## config.mk

```make
export PLATFORM = sky130hd
export DESIGN_NAME = mc_datapath
export DESIGN_NICKNAME = d
export VERILOG_FILES = /design/src/rtl/mc_datapath.sv
export SDC_FILE = /design/constraint.sdc
export NUM_CORES = 2
export LEC_CHECK = 0
export CAP_MARGIN = 20
export CORE_ASPECT_RATIO = 0.7
export CORE_MARGIN = 4
export CORE_UTILIZATION = 65
export CTS_CLUSTER_SIZE = 10
export DETAILED_ROUTE_END_ITERATION = 6
export PLACE_DENSITY = 0.83
export SLEW_MARGIN = 20
export SYNTH_ARGS = -nofsm -noshare
export SYNTH_HDL_FRONTEND = slang
export SYNTH_SLANG_ARGS = --single-unit
```

## constraint.sdc

```tcl
create_clock -name clk -period 14.1 [get_ports clk]
set_clock_uncertainty 0.2 [all_clocks]
set_input_delay 1.41 -clock clk [delete_from_list [all_inputs] [get_ports clk]]
set_output_delay 1.41 -clock clk [all_outputs]
set_load 0.02 [all_outputs]
```

## src/rtl/mc_datapath.sv

```systemverilog
// Multicycle RV32I-subset datapath: one instruction spread over FETCH/DECODE/EXEC/MEM/WB,
// with valid/ready memory handshakes and a terminal TRAP state for illegal or misaligned work.
//
// state    | meaning
// ---------+----------------------------------------------------------
// S_FETCH  | imem_req high until imem_ready, then latch IR
// S_DECODE | read rs1/rs2 into A/B, build immediate, reject unsupported encodings
// S_EXEC   | ALU op, address generation or branch resolution
// S_MEM    | dmem_req high until dmem_ready; store retires here
// S_WB     | register write, pc+4, retire
// S_TRAP   | halted; only rst leaves
module mc_datapath #(
  parameter logic [31:0] INITIAL_PC = 32'h0040_0000,
  parameter int          NREGS      = 32
) (
  input  logic        clk,
  input  logic        rst,
  output logic        imem_req,
  output logic [31:0] imem_addr,
  input  logic        imem_ready,
  input  logic [31:0] imem_rdata,
  output logic        dmem_req,
  output logic        dmem_we,
  output logic [31:0] dmem_addr,
  output logic [31:0] dmem_wdata,
  input  logic        dmem_ready,
  input  logic [31:0] dmem_rdata,
  output logic [31:0] pc,
  output logic        retire,
  output logic        halted
);

  localparam int         AW      = (NREGS > 1) ? $clog2(NREGS) : 1;
  localparam logic [5:0] NREGS_L = 6'(NREGS);
  localparam logic [6:0] OP_R    = 7'b0110011;
  localparam logic [6:0] OP_I    = 7'b0010011;
  localparam logic [6:0] OP_LW   = 7'b0000011;
  localparam logic [6:0] OP_SW   = 7'b0100011;
  localparam logic [6:0] OP_BR   = 7'b1100011;

  typedef enum logic [2:0] {S_FETCH, S_DECODE, S_EXEC, S_MEM, S_WB, S_TRAP} state_t;

  state_t      state_q, state_d;
  logic [31:0] pc_q, pc_d, ir_q, ir_d, a_q, a_d, b_q, b_d;
  logic [31:0] imm_q, imm_d, alu_q, alu_d, mdr_q, mdr_d;
  logic [31:0] regs_q [NREGS];
  logic [31:0] regs_d [NREGS];

  logic [6:0]  opcode, f7;
  logic [4:0]  rd, rs1, rs2, shamt;
  logic [2:0]  f3;
  logic [31:0] rs1_val, rs2_val, op_b, alu_res, addr_sum, br_target;
  logic        alt, legal, br_taken, retire_c;

  assign opcode = ir_q[6:0];
  assign rd     = ir_q[11:7];
  assign f3     = ir_q[14:12];
  assign rs1    = ir_q[19:15];
  assign rs2    = ir_q[24:20];
  assign f7     = ir_q[31:25];

  assign addr_sum  = a_q + imm_q;
  assign br_target = pc_q + imm_q;
  assign br_taken  = (a_q == b_q) ^ f3[0];

  // Register-file read ports; x0 and indices past NREGS read as zero.
  always_comb begin
    rs1_val = '0;
    rs2_val = '0;
    if (rs1 != 5'd0 && {1'b0, rs1} < NREGS_L) rs1_val = regs_q[rs1[AW-1:0]];
    if (rs2 != 5'd0 && {1'b0, rs2} < NREGS_L) rs2_val = regs_q[rs2[AW-1:0]];
  end

  // Encoding check: anything outside the supported subset traps from DECODE.
  always_comb begin
    legal = 1'b0;
    case (opcode)
      OP_R:  legal = (f7 == 7'h00) || (f7 == 7'h20 && (f3 == 3'b000 || f3 == 3'b101));
      OP_I: begin
        case (f3)
          3'b001:  legal = (f7 == 7'h00);
          3'b101:  legal = (f7 == 7'h00) || (f7 == 7'h20);
          default: legal = 1'b1;
        endcase
      end
      OP_LW, OP_SW: legal = (f3 == 3'b010);
      OP_BR:        legal = (f3[2:1] == 2'b00);
      default:      legal = 1'b0;
    endcase
  end

  // Shared ALU; bit 30 picks sub/sra, but for op-imm only on the shift-right encoding.
  always_comb begin
    op_b    = (opcode == OP_R) ? b_q : imm_q;
    alt     = ir_q[30] && (opcode == OP_R || f3 == 3'b101);
    shamt   = op_b[4:0];
    alu_res = '0;
    case (f3)
      3'b000: alu_res = alt ? (a_q - op_b) : (a_q + op_b);
      3'b001: alu_res = a_q << shamt;
      3'b010: alu_res = {31'b0, $signed(a_q) < $signed(op_b)};
      3'b011: alu_res = {31'b0, a_q < op_b};
      3'b100: alu_res = a_q ^ op_b;
      3'b101: begin
        if (alt) alu_res = $signed(a_q) >>> shamt;
        else     alu_res = a_q >> shamt;
      end
      3'b110: alu_res = a_q | op_b;
      default: alu_res = a_q & op_b;
    endcase
  end

  // Next-state, datapath latches and retire for each FSM state.
  always_comb begin
    state_d  = state_q;
    pc_d     = pc_q;
    ir_d     = ir_q;
    a_d      = a_q;
    b_d      = b_q;
    imm_d    = imm_q;
    alu_d    = alu_q;
    mdr_d    = mdr_q;
    regs_d   = regs_q;
    retire_c = 1'b0;
    case (state_q)
      S_FETCH: begin
        if (imem_ready) begin
          ir_d    = imem_rdata;
          state_d = S_DECODE;
        end
      end
      S_DECODE: begin
        a_d = rs1_val;
        b_d = rs2_val;
        case (opcode)
          OP_SW:   imm_d = {{20{ir_q[31]}}, ir_q[31:25], ir_q[11:7]};
          OP_BR:   imm_d = {{19{ir_q[31]}}, ir_q[31], ir_q[7], ir_q[30:25], ir_q[11:8], 1'b0};
          default: imm_d = {{20{ir_q[31]}}, ir_q[31:20]};
        endcase
        state_d = legal ? S_EXEC : S_TRAP;
      end
      S_EXEC: begin
        case (opcode)
          OP_LW, OP_SW: begin
            alu_d   = addr_sum;
            state_d = (addr_sum[1:0] != 2'b00) ? S_TRAP : S_MEM;
          end
          OP_BR: begin
            if (br_taken && br_target[1:0] != 2'b00) begin
              state_d = S_TRAP;
            end else begin
              pc_d     = br_taken ? br_target : pc_q + 32'd4;
              retire_c = 1'b1;
              state_d  = S_FETCH;
            end
          end
          default: begin
            alu_d   = alu_res;
            state_d = S_WB;
          end
        endcase
      end
      S_MEM: begin
        if (dmem_ready) begin
          if (opcode == OP_SW) begin
            pc_d     = pc_q + 32'd4;
            retire_c = 1'b1;
            state_d  = S_FETCH;
          end else begin
            mdr_d   = dmem_rdata;
            state_d = S_WB;
          end
        end
      end
      S_WB: begin
        if (rd != 5'd0 && {1'b0, rd} < NREGS_L)
          regs_d[rd[AW-1:0]] = (opcode == OP_LW) ? mdr_q : alu_q;
        pc_d     = pc_q + 32'd4;
        retire_c = 1'b1;
        state_d  = S_FETCH;
      end
      default: state_d = S_TRAP;
    endcase
  end

  // State and datapath registers with synchronous reset.
  always_ff @(posedge clk) begin
    if (rst) begin
      state_q <= S_FETCH;
      pc_q    <= INITIAL_PC;
      ir_q    <= '0;
      a_q     <= '0;
      b_q     <= '0;
      imm_q   <= '0;
      alu_q   <= '0;
      mdr_q   <= '0;
      for (int i = 0; i < NREGS; i++) regs_q[i] <= '0;
    end else begin
      state_q <= state_d;
      pc_q    <= pc_d;
      ir_q    <= ir_d;
      a_q     <= a_d;
      b_q     <= b_d;
      imm_q   <= imm_d;
      alu_q   <= alu_d;
      mdr_q   <= mdr_d;
      regs_q  <= regs_d;
    end
  end

  // Requests drop combinationally with rst so an in-flight access is abandoned at once.
  assign imem_req   = (state_q == S_FETCH) && !rst;
  assign imem_addr  = pc_q;
  assign dmem_req   = (state_q == S_MEM) && !rst;
  assign dmem_we    = (opcode == OP_SW);
  assign dmem_addr  = alu_q;
  assign dmem_wdata = b_q;
  assign pc         = pc_q;
  assign retire     = retire_c && !rst;
  assign halted     = (state_q == S_TRAP);

endmodule
```

# --- Yosys cells after proc, flatten, opt, wreduce, memory -nomap -nowiden ---
# Cells that the tools add are included.
totals:
  register_bits: 1232
  inputBits: 68
  out_inout_bits: 133
  word_cells: 154
classes:
  eq_ne: 23
  n_shift: 3
  addsub: 5
  reduce_logical: 29
  bitwise_logic: 9
  mux: 39
  order_cmp: 6
op_table:
  columns: ["operator", "count"]
  rows:
  - ["$bwmux W1024", 1]
  - ["$mux W32", 16]
  - ["$bmux W32 S5", 2]
  - ["$pmux W32 S7", 1]
  - ["$demux W32 S5", 1]
  - ["$add A32 B32 Y32", 3]
  - ["$pmux W32 S3", 1]
  - ["$lt A32 B32 Y1", 2]
  - ["$pmux W32 S2", 1]
  - ["$add A32 B3 Y32 const B", 1]
  - ["$and A32 B32 Y32", 1]
  - ["$eq A32 B32 Y1", 1]
  - ["$or A32 B32 Y32", 1]
  - ["$shl A32 B5 Y32", 1]
  - ["$shr A32 B5 Y32", 1]
  - ["$sshr A32 B5 Y32", 1]
  - ["$sub A32 B32 Y32", 1]
  - ["$xor A32 B32 Y32", 1]
  - ["$pmux W12 S2", 1]
  - ["$eq A7 B6 Y1 const B", 3]
  - ["$ge A6 B6 Y1 const B", 3]
  - ["$mux W3", 6]
  - ["$not A5 Y6", 3]
  - ["$eq A3 B3 Y1 const B", 5]
  - ["other kinds (28)", 56]

# --- Depth between registers and ports, before layout ---
logic_depth:
  word_depth: 7
  mapped_depth: 22
  ltp_nobuf: 17

# --- Least setup slack after synthesis ---
# No wires, ideal clock.
synth_timing:
  path_type: "reg-to-reg"
  start: "reg ir_q[3]"
  end: "reg alu_q[30], in the netlist dmem_addr[30]"
  n_path_buf: 5
  period_less_slack_ns: 4.703
  arrival_ns: 4.367
  path_stages_with_launch: 22
  t_required_ns: 13.764
  path_slack_ns: 9.397
  setup_ns: 0.136
  path_cell_list: "dfxtp_1 > nand4bb_1 > buf_2 > o21ai_2 > nand2_2 > buf_4 > buf_4 > buf_6 > buf_2 > ha_1 > fa_1 > a211oi_1 > o21bai_1 > a21o_1 > a31oi_1 > o31ai_1 > o221ai_1 > o31a_1 > a211oi_2 > xor2_1 > a221oi_1 > a211oi_2"
synth_between:
  elab_chain_len: 6
  word_cells_on_any_way: 22
  cone_classes: "2 x add/sub; 4 x eq/ne; 3 x shift; 5 x mux; 4 x bitwise; 4 x reduce/logical"
synth_rtl:
  columns: ["item", "line_no", "rtl"]
  rows:
  - ["start: declaration", "44", "logic [31:0] pc_q, pc_d, ir_q, ir_d, a_q, a_d, b_q, b_d;"]
  - ["start signal: assignment", "201", "ir_q <= ir_d;"]
  - ["$eq A7 B6 Y1", "94, 95", null]
  - ["$mux W32 / $logic_or A1 B1 Y1 (equally long branches)", "94, 95", null]
  - ["$add A32 B32 Y32, or another cell as far along", "99", "3'b000: alu_res = alt ? (a_q - op_b) : (a_q + op_b);"]
  - ["$mux W32, on equally long branches", "99, 105", null]
  - ["$pmux W32 S7", "98", "case (f3)"]
  - ["$pmux W32 S2", "143", "case (opcode)"]
  - ["end signal: assignment", "205", "alu_q <= alu_d;"]
  - ["end: declaration", "45", "logic [31:0] imm_q, imm_d, alu_q, alu_d, mdr_q, mdr_d;"]
# Parallel ways exist; a longest one is shown, timed or not.
# A chain may end at the register's enable or synchronous reset.

# --- Final worst setup path ---
layout_timing:
  start: "reg ir_q[5]"
  end: "reg alu_q[30], in the netlist dmem_addr[30]"
# The elaborated chain is that of the path after synthesis.

==> summary.txt <==
first-pass GRT wire length -> 425,000 µm
Pre-antenna DRT Iters -> 7
#FFs+latches synth -> 1,232
Synth warnings -> 0
Final Setup Violations -> 0
endpoints failing hold -> 0
EDFF count, synth -> 0
Finished Cell Area -> 78,100 µm²
Die Area -> 115,000 µm²
worst setup path startpoint -> ir_q[5]$_SDFFE_PP0P_
Placed Area -> 73,900 µm²
Max FO, Critical Path -> 56
Post-CTS Repair Setup Buffers -> 0
ANT nets after route -> 0
I/O Buffers -> 200
largest net degree at the start of global routing -> 233
max_slew headroom -> 16.4%
DRC viols -> 3
GRT Overall Usage -> 48.5%
chip width -> 404 µm
Placer Congestion -> 1.07
Worst R2R Path Depth -> 20
Register-to-Register Setup Slack -> 7310 ps
synthesized instance count -> 7,831
antenna violations before repair -> 9
commonest non-fill, non-tap cells in the layout -> nor2_1 (1,299), dfxtp_1 (1,220), a211oi_1 (1,131)
Routed WL -> 290,000 µm
failing checks -> DRC
CTS H-tree depth -> 4
chip height -> 285 µm
number of hold buffers added after CTS -> 0
max_cap viols -> 0
area grow syn2layout -> 9.27%
Layout fillers -> 7,707
wire per inst -> 32.2 µm
total gr overflow -> 0
number of global-route vias before repair -> 65,200
Worst R2R End -> dmem_addr[30]$_SDFFE_PP0P_
commonest non-fill, non-tap cell in the layout -> nor2_1
Avg Vias per Cell -> 7.69
CP Data Required Time -> 14,550 ps
VDD IR-drop max -> 0.138 mV
CTS tree -> done
Leak -> 24.6 nW
critical path endpoint -> dmem_addr[30]$_SDFFE_PP0P_
Core ar. -> 109,000 µm²
IO Count -> 201
Synth async-reset ratio -> 0%
fin. max-slew vios -> 0
min Tclk post-route -> 6790 ps
HPWL Detailed -> 180,000 µm
crit path capture type -> register
Synth cell types -> 104
via count -> 69,200
CTS root buf -> clkbuf_16
f_max -> 0.147 GHz
initial core utilization -> 65.7%
measured slew at the worst slew-check pin -> 1250 ps
fin crit share -> 48.2%
Arr. time, crit path -> 7240 ps
Worst-Skew Late Latency -> 790 ps
crit path launch type -> register
post-synthesis sequential area ratio -> 34.5%
status -> finished, violations left
PD cells -> 110 nW/µm²
Setup CP Type -> register to register
setup tns final -> 0 ps
post_cts resized -> 0
Max Buffers Root-to-Sink -> 3
Synth Flop Type -> dfxtp_1
Layout Nets -> 7,743
row count -> 101
Avg Inst Size Synth -> 9.13 µm²
layout cell share with drive strength beyond 1 -> 13.9%
RSZ-0062 raised after global routing -> false
initial DRC count -> 12,100
total CTS buffers -> 143
Synth Net Count -> 8,056
Cell Area, Synth -> 71,500 µm²
min-delay worst type -> register to register
clk slew on worst S/H paths -> 60 ps
CTS Sinks -> 1,232
Worst R2R Start -> ir_q[5]$_SDFFE_PP0P_
-- where the power goes --
part	internal (mW)	switching (mW)
Sequential	3.52	0.105
Combinational	0.496	1.07
Clock	1.88	1.51
-- area by class of cell --
| class | instances | area [µm²] | share of cell area (%) |
|---|---|---|---|
| multi-input combinational | 5602 | 43400 | 55.6 |
| sequential | 1232 | 24700 | 31.6 |
| clock buffer | 158 | 3660 | 4.69 |
| timing repair buffer | 385 | 3630 | 4.64 |
| tap | 1442 | 1800 | 2.31 |
| inverter | 154 | 578 | 0.740 |
| clock inverter | 19 | 323 | 0.413 |
| antenna | 6 | 15.0 | 0.0192 |
-- through the flow --
stage	hold WS (ps)	total power, mW	worst slack, ps	std cells	utilization [%]
after floorplan	236	4.64	9400	7831	-
after global placement	252	5.16	7740	8805	67.9
after detailed placement	257	5.16	7610	8809	68.0
after CTS	265	8.47	7570	8986	71.6
after global routing	287	8.76	7050	8994	71.8
final	266	8.58	7310	8998	71.8
-- flip-flops by register name (all words and copies together), names as in the netlist, 13 cells and up --
register    flops
ir_q           32
a_q            32
imm_q          13
dmem_wdata     32
dmem_addr      32
imem_addr      32
mdr_q          32
regs_q       1024
-- worst min path at each step --
stage / depth (start not counted) / startpoint / endpoint / slack, ps
2_1_floorplan: 2 / mdr_q[0]$_SDFFE_PP0P_ / mdr_q[0]$_SDFFE_PP0P_ / 240
3_3_place_gp: 2 / mdr_q[20]$_SDFFE_PP0P_ / mdr_q[20]$_SDFFE_PP0P_ / 250
6_report: 2 / ir_q[3]$_SDFFE_PP0P_ / ir_q[3]$_SDFFE_PP0P_ / 270
4_1_cts: 2 / ir_q[3]$_SDFFE_PP0P_ / ir_q[3]$_SDFFE_PP0P_ / 260
5_1_grt: 2 / mdr_q[18]$_SDFFE_PP0P_ / mdr_q[18]$_SDFFE_PP0P_ / 290
3_5_place_dp: 2 / ir_q[3]$_SDFFE_PP0P_ / ir_q[3]$_SDFFE_PP0P_ / 260
-- logic make-up after synthesis --
logic type | synth area share, %
muxes | 19.8
adders and majority gates | 2.78
xor gates and xnor gates | 1.46
and+or+nand+nor | 13.1
AOI/OAI and AO/OA | 22.7
buffers and inverters | 5.61
DFF | 34.5
-- Yosys cell counts (27+ instances only) --
master	number	share of area [%]
dfxtp_1	1232	35
inv_1	146	0.77
nor2_1	1321	6.9
a21oi_1	380	2.7
xnor2_1	90	1.1
ha_1	154	2.7
mux4_2	493	16
nand2_1	409	2.1
mux2i_1	236	3.3
nand3_1	84	0.59
a21o_1	67	0.70
buf_1	52	0.27
a211oi_1	1131	12
o221ai_1	48	0.59
nor2b_1	45	0.39
nand4_1	30	0.26
xor2_1	29	0.36
buf_2	77	0.54
a221oi_1	75	0.92
nand2b_1	78	0.68
a22oi_1	27	0.28
o211ai_1	74	0.78
buf_4	41	0.43
mux2_2	62	0.98
o21ai_0	203	1.4
nor3_1	108	0.76
a31oi_1	33	0.29
o22ai_1	60	0.53
clkbuf_1	671	3.5
-- layer usage --
| metal | part of all wire, % | vias up | GRT usage [%] | wire (µm) |
|---|---|---|---|---|
| met5 | 0.018 | - | 0.376 | 51 |
| met4 | 6.7 | 8 | 27.4 | 19400 |
| met3 | 16 | 1303 | 18.6 | 47400 |
| met2 | 40 | 6278 | 67.2 | 117000 |
| met1 | 37 | 33000 | 64.9 | 106000 |
| li1 | - | 28700 | - | - |
-- worst max-delay path, stage by stage (launching register included) --
cell      delay (ps)
dfxtp_1          650
nand3b_2         460
nor2_4           180
buf_4            530
a21oi_4          110
buf_4            320
inv_2            110
buf_4            580
ha_1             510
o21ai_0          180
o21bai_1         180
a21o_1           190
a31oi_1          100
buf_4            190
o31ai_1          640
o221ai_1         390
o31a_1           340
a211oi_2         220
xor2_1            90
a221oi_1         290
a211oi_2         110
Power figures use the tool's default switching activity.
